[src/rtl/psum_xchg_hub.sv]
// Partial-sum exchange hub: one FIFO per source core, read back by ring, loopback
// or saturating all-core reduce, with sticky overflow/underflow flags.
module psum_xchg_hub #(
    parameter int unsigned NCORE = 2,
    parameter int unsigned BW    = 24,
    parameter int unsigned DEPTH = 16
) (
    input  logic                clk,
    input  logic                reset,
    input  logic [1:0]          mode,
    input  logic [NCORE-1:0]    wr,
    input  logic [NCORE*BW-1:0] din,
    input  logic [NCORE-1:0]    rd,
    output logic [NCORE*BW-1:0] dout,
    output logic [NCORE-1:0]    dout_valid,
    output logic [NCORE-1:0]    full,
    output logic [NCORE-1:0]    empty,
    output logic                ovf,
    output logic                udf
);
    localparam int unsigned AW = $clog2(DEPTH);
    localparam int unsigned CW = AW + 1;
    localparam int unsigned SW = BW + $clog2(NCORE);

    typedef enum logic [1:0] {
        ModeRing   = 2'd0,
        ModeLoop   = 2'd1,
        ModeReduce = 2'd2,
        ModeHold   = 2'd3
    } mode_e;

    logic [BW-1:0] mem [NCORE][DEPTH];
    logic [AW-1:0] wptr_q [NCORE];
    logic [AW-1:0] rptr_q [NCORE];
    logic [CW-1:0] cnt_q [NCORE];
    logic [BW-1:0] head [NCORE];

    logic [NCORE-1:0]    push, pop, rd_ok;
    logic [NCORE*BW-1:0] dout_d, dout_q;
    logic [NCORE-1:0]    dv_q;
    logic                ovf_set, udf_set, ovf_q, udf_q;
    logic signed [SW-1:0] sum;
    logic [BW-1:0]       sum_sat;

    assign dout       = dout_q;
    assign dout_valid = dv_q;
    assign ovf        = ovf_q;
    assign udf        = udf_q;

    always_comb begin
        for (int i = 0; i < NCORE; i++) begin
            full[i]  = (cnt_q[i] == CW'(DEPTH));
            empty[i] = (cnt_q[i] == '0);
            head[i]  = mem[i][rptr_q[i]];
        end
    end

    // Full word drops even if the same FIFO is popped this cycle.
    always_comb begin
        push    = wr & ~full;
        ovf_set = |(wr & full);
    end

    // Wide accumulate, then clamp when the guard bits disagree with the sign.
    always_comb begin
        sum = '0;
        for (int i = 0; i < NCORE; i++) begin
            sum = sum + SW'($signed(head[i]));
        end
        if (sum[SW-1:BW-1] == '0 || sum[SW-1:BW-1] == '1) begin
            sum_sat = sum[BW-1:0];
        end else if (sum[SW-1]) begin
            sum_sat = {1'b1, {(BW-1){1'b0}}};
        end else begin
            sum_sat = {1'b0, {(BW-1){1'b1}}};
        end
    end

    always_comb begin
        int unsigned src;
        src     = 0;
        pop     = '0;
        rd_ok   = '0;
        udf_set = 1'b0;
        dout_d  = dout_q;
        case (mode_e'(mode))
            ModeRing, ModeLoop: begin
                for (int unsigned i = 0; i < NCORE; i++) begin
                    src = (mode_e'(mode) == ModeRing) ? (i + 1) % NCORE : i;
                    if (rd[i]) begin
                        if (empty[src]) begin
                            udf_set = 1'b1;
                        end else begin
                            pop[src]             = 1'b1;
                            rd_ok[i]             = 1'b1;
                            dout_d[i*BW +: BW]   = head[src];
                        end
                    end
                end
            end
            ModeReduce: begin
                if (rd[0]) begin
                    if (|empty) begin
                        udf_set = 1'b1;
                    end else begin
                        pop   = '1;
                        rd_ok = '1;
                        for (int i = 0; i < NCORE; i++) begin
                            dout_d[i*BW +: BW] = sum_sat;
                        end
                    end
                end
            end
            default: ;
        endcase
    end

    always_ff @(posedge clk) begin
        for (int i = 0; i < NCORE; i++) begin
            if (push[i] && !reset) begin
                mem[i][wptr_q[i]] <= din[i*BW +: BW];
            end
        end
    end

    always_ff @(posedge clk or posedge reset) begin
        if (reset) begin
            for (int i = 0; i < NCORE; i++) begin
                wptr_q[i] <= '0;
                rptr_q[i] <= '0;
                cnt_q[i]  <= '0;
            end
            dout_q <= '0;
            dv_q   <= '0;
            ovf_q  <= 1'b0;
            udf_q  <= 1'b0;
        end else begin
            for (int i = 0; i < NCORE; i++) begin
                if (push[i]) wptr_q[i] <= wptr_q[i] + AW'(1);
                if (pop[i])  rptr_q[i] <= rptr_q[i] + AW'(1);
                if (push[i] && !pop[i]) begin
                    cnt_q[i] <= cnt_q[i] + CW'(1);
                end else if (!push[i] && pop[i]) begin
                    cnt_q[i] <= cnt_q[i] - CW'(1);
                end
            end
            dout_q <= dout_d;
            dv_q   <= rd_ok;
            ovf_q  <= ovf_q | ovf_set;
            udf_q  <= udf_q | udf_set;
        end
    end

endmodule
[config.mk]
export PLATFORM = sky130hd
export DESIGN_NAME = psum_xchg_hub
export DESIGN_NICKNAME = d
export VERILOG_FILES = /design/src/rtl/psum_xchg_hub.sv
export SDC_FILE = /design/constraint.sdc
export NUM_CORES = 1
export LEC_CHECK = 0
export CAP_MARGIN = 20
export CORE_ASPECT_RATIO = 0.9
export CORE_MARGIN = 3
export CORE_UTILIZATION = 27
export DETAILED_ROUTE_END_ITERATION = 8
export PLACE_DENSITY_LB_ADDON = 0.15
export SLEW_MARGIN = 20
export SYNTH_ARGS = -nofsm -noshare
export SYNTH_HDL_FRONTEND = slang
export SYNTH_SLANG_ARGS = --single-unit
[constraint.sdc]
create_clock -name clk -period 4.4 [get_ports clk]
set_input_delay 1.1 -clock clk [delete_from_list [all_inputs] [get_ports clk]]
set_output_delay 1.1 -clock clk [all_outputs]
set_load 0.1 [all_outputs]
==> results of run 1 <==
-- power breakdown --
part / total (µW) / internal, µW / switching, µW
clock network: 7930 / 4690 / 3240
registers: 10200 / 9530 / 645
logic: 18000 / 7710 / 10200
total: 36100 / 21900 / 14100
-- per-stage QoR --
| step | setup TNS [ns] | power (µW) | setup slack, ns | hold slack, ns |
|---|---|---|---|---|
| floorplan | 0 | 20400 | 0.165 | 0.446 |
| detailed placement | -2.27 | 26200 | -0.200 | 0.471 |
| finish | 0 | 36100 | 0.104 | 0.481 |
| global placement | -1.18 | 26200 | -0.161 | 0.466 |
| global route | -0.0794 | 37900 | -0.0208 | 0.499 |
| CTS | -0.0302 | 35000 | -0.0113 | 0.479 |
-- metal layers --
layer / vias to the layer above / track usage / wire length (µm)
li1: 7675 / - / -
met1: 9631 / 0.216 / 46900
met2: 452 / 0.221 / 43100
met3: 138 / 0.0342 / 5470
met4: 12 / 0.0386 / 2280
met5: - / 0 / 64
-- repair_timing --
action                     4_1_cts  5_1_grt
buffers inserted                 6       32
gates cloned                     1        3
gates resized for setup         34       55
pin swaps                        1       15
setup endpoints to repair       46       46
-- cells by family after synthesis --
group / synth area share
buf+inv: 0.0155
flops: 0.729
fa+ha+maj: 0.0171
compound gates: 0.0438
simple gates: 0.0258
xor+xnor: 0.0110
mux: 0.158
-- cell type report --
type | instances | area (µm²)
timing repair buffer | 279 | 3050
tap | 1687 | 2110
sequential | 846 | 25000
clock inverter | 52 | 601
multi-input combinational | 750 | 9480
clock buffer | 123 | 2550
fill | 11800 | 82700
antenna | 2 | 5.00
inverter | 13 | 52.6
-- registers in the layout, indices dropped and copies added, names as in the netlist --
name and cells:
ovf 1, cnt_q 10, mem 768, dout_valid 2, dout 48, wptr_q 8
rptr_q 8, udf 1
-- worst max path at each step --
stage / to / slack, ns / cells after the start
after detailed placement: dout[22]$_DFFE_PP0P_ / -0.20 / 13
after global placement: dout[22]$_DFFE_PP0P_ / -0.16 / 13
after CTS: dout[26]$_DFFE_PP0P_ / -0.01 / 14
after floorplan: dout[38]$_DFFE_PP0P_ / 0.17 / 16
final: dout[26]$_DFFE_PP0P_ / 0.10 / 16
after global routing: dout[46]$_DFFE_PP0P_ / -0.02 / 14
-- cells in the mapped netlist (5+ instances only) --
cell	count
nand2b_1	9
inv_1	13
xnor2_1	27
edfxtp_1	768
and3_1	6
o21ai_0	25
ha_1	42
buf_6	7
nor2b_1	7
buf_2	38
nor2_1	83
xor2_1	16
clkbuf_1	43
o22a_1	10
nand4_1	7
nand2_1	44
nor3_1	12
mux4_2	239
a22oi_1	46
nand3_1	12
buf_1	5
a21oi_1	43
dfrtp_1	78
a31oi_1	45
a21o_1	16
==> metrics.sh, run 1 <==
STATUS='finished clean'
DRT-WIRELENGTH-PER-CELL_UM=26.1
TIMING.FINAL.SETUP_VIOLATIONS=0
SYNTH-WARNING-COUNT=0
GRT_UTIL_ALL_LAYERS=0.148
CRITICAL_PATH.MAX_STAGE_DELAY_NS=0.64
CTS_BUFFERS=96
POST_DP_CELL_AREA_MM2=0.0388
WORST-ENDPOINT-ARRIVAL_NS=4.82
MIN_DELAY_PATH_DEPTH=1
POSTCTSHOLDBUFS=0
MAPPEDNETLISTNETS=1808
TIMING.FINAL.MAX_SLEW_VIOLATIONS=0
YS_ASYNC_SR_FRACTION=0.0922
AVGVIACOUNTPERCELL=4.77
MAXCAPVIOLCOUNT=0
CTS_ROOT_BUF='clkbuf_16'
SYNTHESIS.AREA_MM2=0.0343
FINAL_CORE_UTIL=0.341
CRITICAL_PATH_BUF_INV_COUNT=5
YOSYS.AREA.TOP_TYPE='edfxtp_1'
DRC_ERRORS=0
POST_SYNTHESIS_INSTANCE_TOTAL=1707
WORSTHOLDENDPOINT='cnt_q[4]$_DFFE_PP0P_'
WORST_R2R_PATH_DEPTH=16
DRT-INITIAL-DRC-COUNT=1337
CLOCK_LATENCY_NS=0.67
CRITPATHCAPTURETYPE='register'
CRITPATHSLOWESTCELL='mux4_2'
CTS-HTREE-LEVELS=3
HOLD_PATH.STARTPOINT='cnt_q[4]$_DFFE_PP0P_'
FINALCRITPERIODSHARE=0.976
GP_ROUTABILITY_CONGESTION=0.833
FINALHOLDVIOLCOUNT=0
STDCELL_AREA_MM2=0.0429
CP_CELL_SEQUENCE='buf_12 > buf_16 > mux4_2 > mux4_2 > ha_4 > buf_6 > nand2_1 > o21a_1 > nor2_2 > a211oi_2 > buf_4 > or3_1 > and3_4 > buf_6 > a21oi_1 > a31oi_1'
LEAKAGEPOWER_uW=0.0138
DETAILEDROUTE.FIRSTPASSITERATIONCOUNT=5
CRITICAL_PATH.TOP_DELAY_FAMILY='multiplexers'
TIMING.SETUP.CRITICAL_PATH_CLASS='register to register'
TIMING.SLEW.HEADROOM=0.195
R2R_SETUP_SLACK_NS=0.10
TRITONCTS='yes'
LAYOUT-DRIVE-GT1-SHARE=0.318
NETLIST.AREA_LEADER.SHARE=0.672
MIN_PATH_TYPE='register to register'
WORST_PIN_SLEW_NS=1.20
DETAILROUTE.VIA_COUNT=17900
FLOW.AREA_GROWTH_FROM_SYNTHESIS_PCT=24.9
DIE_WIDTH_UM=382
TIMING.FINAL.CRIT_PERIOD_NS=4.30
CHIPHEIGHT_UM=344
PLACEMENT.IO_BUFFERS=111
WORSTREG2REGSTART='rptr_q[0]$_DFFE_PP0P_'
FINAL_COMMON_CELL='edfxtp_1'
SYNTHFLOPTYPE='edfxtp_1'
PLACEABLECOREAREA_MM2=0.126
INITIAL_CORE_UTIL=0.273
PIN_COUNT_OF_THE_BIGGEST_NET_ENTERING_GLOBAL_ROUTING=60
FMAXACHIEVABLE_MHz=233
CLOCK_SKEW_NS=0.0360
NUM_IO_PINS=112
PLACEMENTROWS=123
FINALNETCOUNT=2087
CTS_NUM_SINKS=846
CRITICAL_PATH_REQUIRED_NS=4.92
FIN_CELLS=3752
POSTROUTEWIRELENGTH_UM=97700
GRT_FIRST_PASS_WIRELENGTH_UM=139000
MOST_AREA_CONSUMING_CELLS_AFTER_SYNTHESIS='edfxtp_1 (67%), mux4_2 (16%), dfrtp_1 (5.7%)'
NUMBER_OF_ANTENNA_VIOLATIONS_AT_THE_FIRST_CHECK_IN_GLOBAL_ROUTING=8
POST_SYNTHESIS_AVERAGE_CELL_AREA_UM2=20.1
PWRDENS_mW_PER_MM2=841
HPWL_UM=58500
TIMING.CRITICAL_PATH.FROM='rptr_q[0]$_DFFE_PP0P_'
CP_MAX_FO=11
PLACED_CELLS=3533
CTSLONGESTPATHBUFFERS=3
RR_ENDPOINT='dout[26]$_DFFE_PP0P_'
CTS.REPORTEDPATHS.CLKPINSLEW_NS=0.06
FINAL_CELL_MIX='edfxtp_1 (768), mux4_2 (239), buf_4 (118), clkdlybuf4s50_1 (103), clkbuf_16 (101)'
STARTPOINT_TYPE='register'
DRT.ANTENNA.VIOLATING_NETS=0
SYNTH_SEQUENTIAL_AREA_RATIO=0.729
NETLIST-CELL-TYPE-COUNT=61
GRT-OVFL-TOTAL=0
GRT_PASS1_VIAS=18600
DIE_AREA_MM2=0.131
YS_SEQ_ELEMENTS=846
IR_WORST_VDD_mV=0.582
NUMBER_OF_ENABLE_FLIP_FLOP_CELLS_AFTER_SYNTHESIS=768
No activity file was read; power rests on OpenSTA's default activity.
==> run 2, diff against run 1 <==
--- a/config.mk
+++ b/config.mk
@@ -10,7 +10,8 @@
 export CORE_MARGIN = 3
 export CORE_UTILIZATION = 27
 export DETAILED_ROUTE_END_ITERATION = 8
-export PLACE_DENSITY_LB_ADDON = 0.15
+export PLACE_DENSITY = 0.53
+export SETUP_SLACK_MARGIN = 0.4
 export SLEW_MARGIN = 20
 export SYNTH_ARGS = -nofsm -noshare
 export SYNTH_HDL_FRONTEND = slang
==> metrics.sh, run 2 (synthesis results as in run 1) <==
MAXCAPVIOLCOUNT=0  # unchanged
FINALCRITPERIODSHARE=0.965  # -0.0110
TIMING.FINAL.SETUP_VIOLATIONS=0  # unchanged
DRT-WIRELENGTH-PER-CELL_UM=24.8  # -4.7%
CP_MAX_FO=13  # +2
TRITONCTS='yes'
GRT_PASS1_VIAS=18900  # +1.8%
LARGEST_REGISTER_FFS=768  # unchanged
TIMING.SLEW.HEADROOM=0.226  # +0.0313
SEQUENTIAL_CELL_AREA_MM2=0.0250  # unchanged
FMAXACHIEVABLE_MHz=235  # +1.1%
DETAILEDROUTE.FIRSTPASSITERATIONCOUNT=7  # +2
FINAL_CELL_MIX='edfxtp_1 (768), mux4_2 (239), buf_4 (153), clkdlybuf4s50_1 (105), clkbuf_16 (93)'
WORST_PIN_SLEW_NS=1.16  # -0.0468 ns
FINAL_COMMON_CELL='edfxtp_1'
RSZ0062_AT_GRT='yes'
CTSLONGESTPATHBUFFERS=3  # unchanged
FLOW.AREA_GROWTH_FROM_SYNTHESIS_PCT=25.5
DETAILROUTE.VIA_COUNT=18100  # +1.0%
POSTCTSHOLDBUFS=0  # unchanged
MIN_PATH_TYPE='register to register'
TIMING.FINAL.CRIT_PERIOD_NS=4.25  # -0.0482 ns
NUMBER_OF_ANTENNA_VIOLATIONS_AT_THE_FIRST_CHECK_IN_GLOBAL_ROUTING=4  # -4
DIE_WIDTH_UM=382  # unchanged
HPWL_UM=55900  # -4.5%
INITIAL_CORE_UTIL=0.273  # unchanged
CRITICAL_PATH_REQUIRED_NS=4.90  # -0.02 ns
PLACEABLECOREAREA_MM2=0.126  # unchanged
CTS_ROOT_BUF='clkbuf_16'
TIMING.SETUP.CRITICAL_PATH_CLASS='register to register'
TIMING.FINAL.MAX_SLEW_VIOLATIONS=0  # unchanged
STATUS='finished clean'
STARTPOINT_TYPE='register'
CLOCK_LATENCY_NS=0.64  # -0.03 ns
CLOCK_SKEW_NS=0.0267  # -0.00931 ns
AVGVIACOUNTPERCELL=4.79  # +0.46%
LAYOUT-DRIVE-GT1-SHARE=0.341  # +0.0227
GRT_FIRST_PASS_WIRELENGTH_UM=135000  # -2.9%
FINALNETCOUNT=2112  # +1.2%
DIE_AREA_MM2=0.131  # unchanged
NUM_IO_PINS=112  # unchanged
DRT.ANTENNA.VIOLATING_NETS=0  # unchanged
PLACEMENT.IO_BUFFERS=111  # unchanged
CTS_BUFFERS=90  # -6.3%
CTS-HTREE-LEVELS=3  # unchanged
CHIPHEIGHT_UM=344  # unchanged
DRC_ERRORS=0  # unchanged
SETUP-TNS-FINAL_NS=0  # unchanged
FINAL_CORE_UTIL=0.343  # +0.00176
GRT_UTIL_ALL_LAYERS=0.142  # -0.00631
MIN_DELAY_PATH_DEPTH=1  # unchanged
PIN_COUNT_OF_THE_BIGGEST_NET_ENTERING_GLOBAL_ROUTING=56  # -6.7%
WORST_R2R_PATH_DEPTH=16  # unchanged
DRT-INITIAL-DRC-COUNT=1742  # +30%
POSTROUTEWIRELENGTH_UM=93600  # -4.2%
CTS.REPORTEDPATHS.CLKPINSLEW_NS=0.06  # about the same
GRT-OVFL-TOTAL=0  # unchanged
WORST-ENDPOINT-ARRIVAL_NS=4.75  # -0.07 ns
MULTIINPUTGATEAREA_MM2=0.00964  # +1.8%
FINALHOLDVIOLCOUNT=0  # unchanged
CTS_NUM_SINKS=846  # unchanged
CRITPATHCAPTURETYPE='register'
PLACEMENTROWS=123  # unchanged
GP_ROUTABILITY_CONGESTION=0.836  # +0.26%
FILLER_INSTANCES=11800  # -0.50%
[run 2: layer usage]
| layer | up-vias | part of all wire | global-route usage |
|---|---|---|---|
| met5 | - | 0.00044 | 0 |
| met1 | 9656 | 0.47 | 0.208 |
| li1 | 7700 | - | - |
| met2 | 587 | 0.44 | 0.210 |
| met4 | 6 | 0.026 | 0.0413 |
| met3 | 142 | 0.068 | 0.0316 |
[run 2: through the flow]
stage               cell area [µm²]  hold WS, ns  setup WS, ns  cells
floorplan                     34500        0.446         0.403   1707
global route                  43100        0.492         0.128   3771
global placement              38400        0.463        -0.183   3523
finish                        43100        0.484         0.152   3773
detailed placement            38400        0.472        -0.217   3523
CTS                           42900        0.483         0.239   3760
[run 2: timing repair]
item,CTS,global route
resized for setup,115,22
buffers inserted,62,11
gates cloned,10,0
endpoints found under the setup margin,48,48
pin swaps,31,27
[run 2: area by class of cell]
class                           count  area share
Tap cell                         1687      0.0490
Clock inverter                     54      0.0137
Clock buffer                      111      0.0558
Antenna cell                        2    0.000116
Sequential cell                   846       0.581
Timing Repair Buffer              310      0.0755
Inverter                           13     0.00122
Multi-Input combinational cell    750       0.224
[run 2: final timing paths]
kind / startpoint / endpoint / slack [ns]
min in group asynchronous: reset / dout[18]$_DFFE_PP0P_ / 1.04
min: cnt_q[9]$_DFFE_PP0P_ / cnt_q[9]$_DFFE_PP0P_ / 0.48
max: rptr_q[0]$_DFFE_PP0P_ / dout[9]$_DFFE_PP0P_ / 0.15
min reg2reg: cnt_q[9]$_DFFE_PP0P_ / cnt_q[9]$_DFFE_PP0P_ / 0.48
max in group asynchronous: reset / rptr_q[1]$_DFFE_PP0P_ / 2.57
max reg2reg: rptr_q[0]$_DFFE_PP0P_ / dout[9]$_DFFE_PP0P_ / 0.15
[run 2: worst max-delay path, cell delays in order, from the launching register on]
cell and delay (ns):
dfrtp_4 0.53, buf_12 0.17, buf_12 0.12, buf_12 0.13, mux4_2 0.42, mux4_2 0.63
ha_4 0.35, a21oi_2 0.05, o21a_1 0.21, nor2_2 0.13, a211oi_2 0.05, buf_4 0.16
or3_1 0.35, and3_4 0.23, buf_12 0.17, a21oi_4 0.21, a31oi_1 0.13
Power of run 2 is left out: the tool's default activity adds up to more than one toggle a clock period on the data nets, which glitch-free logic cannot reach.
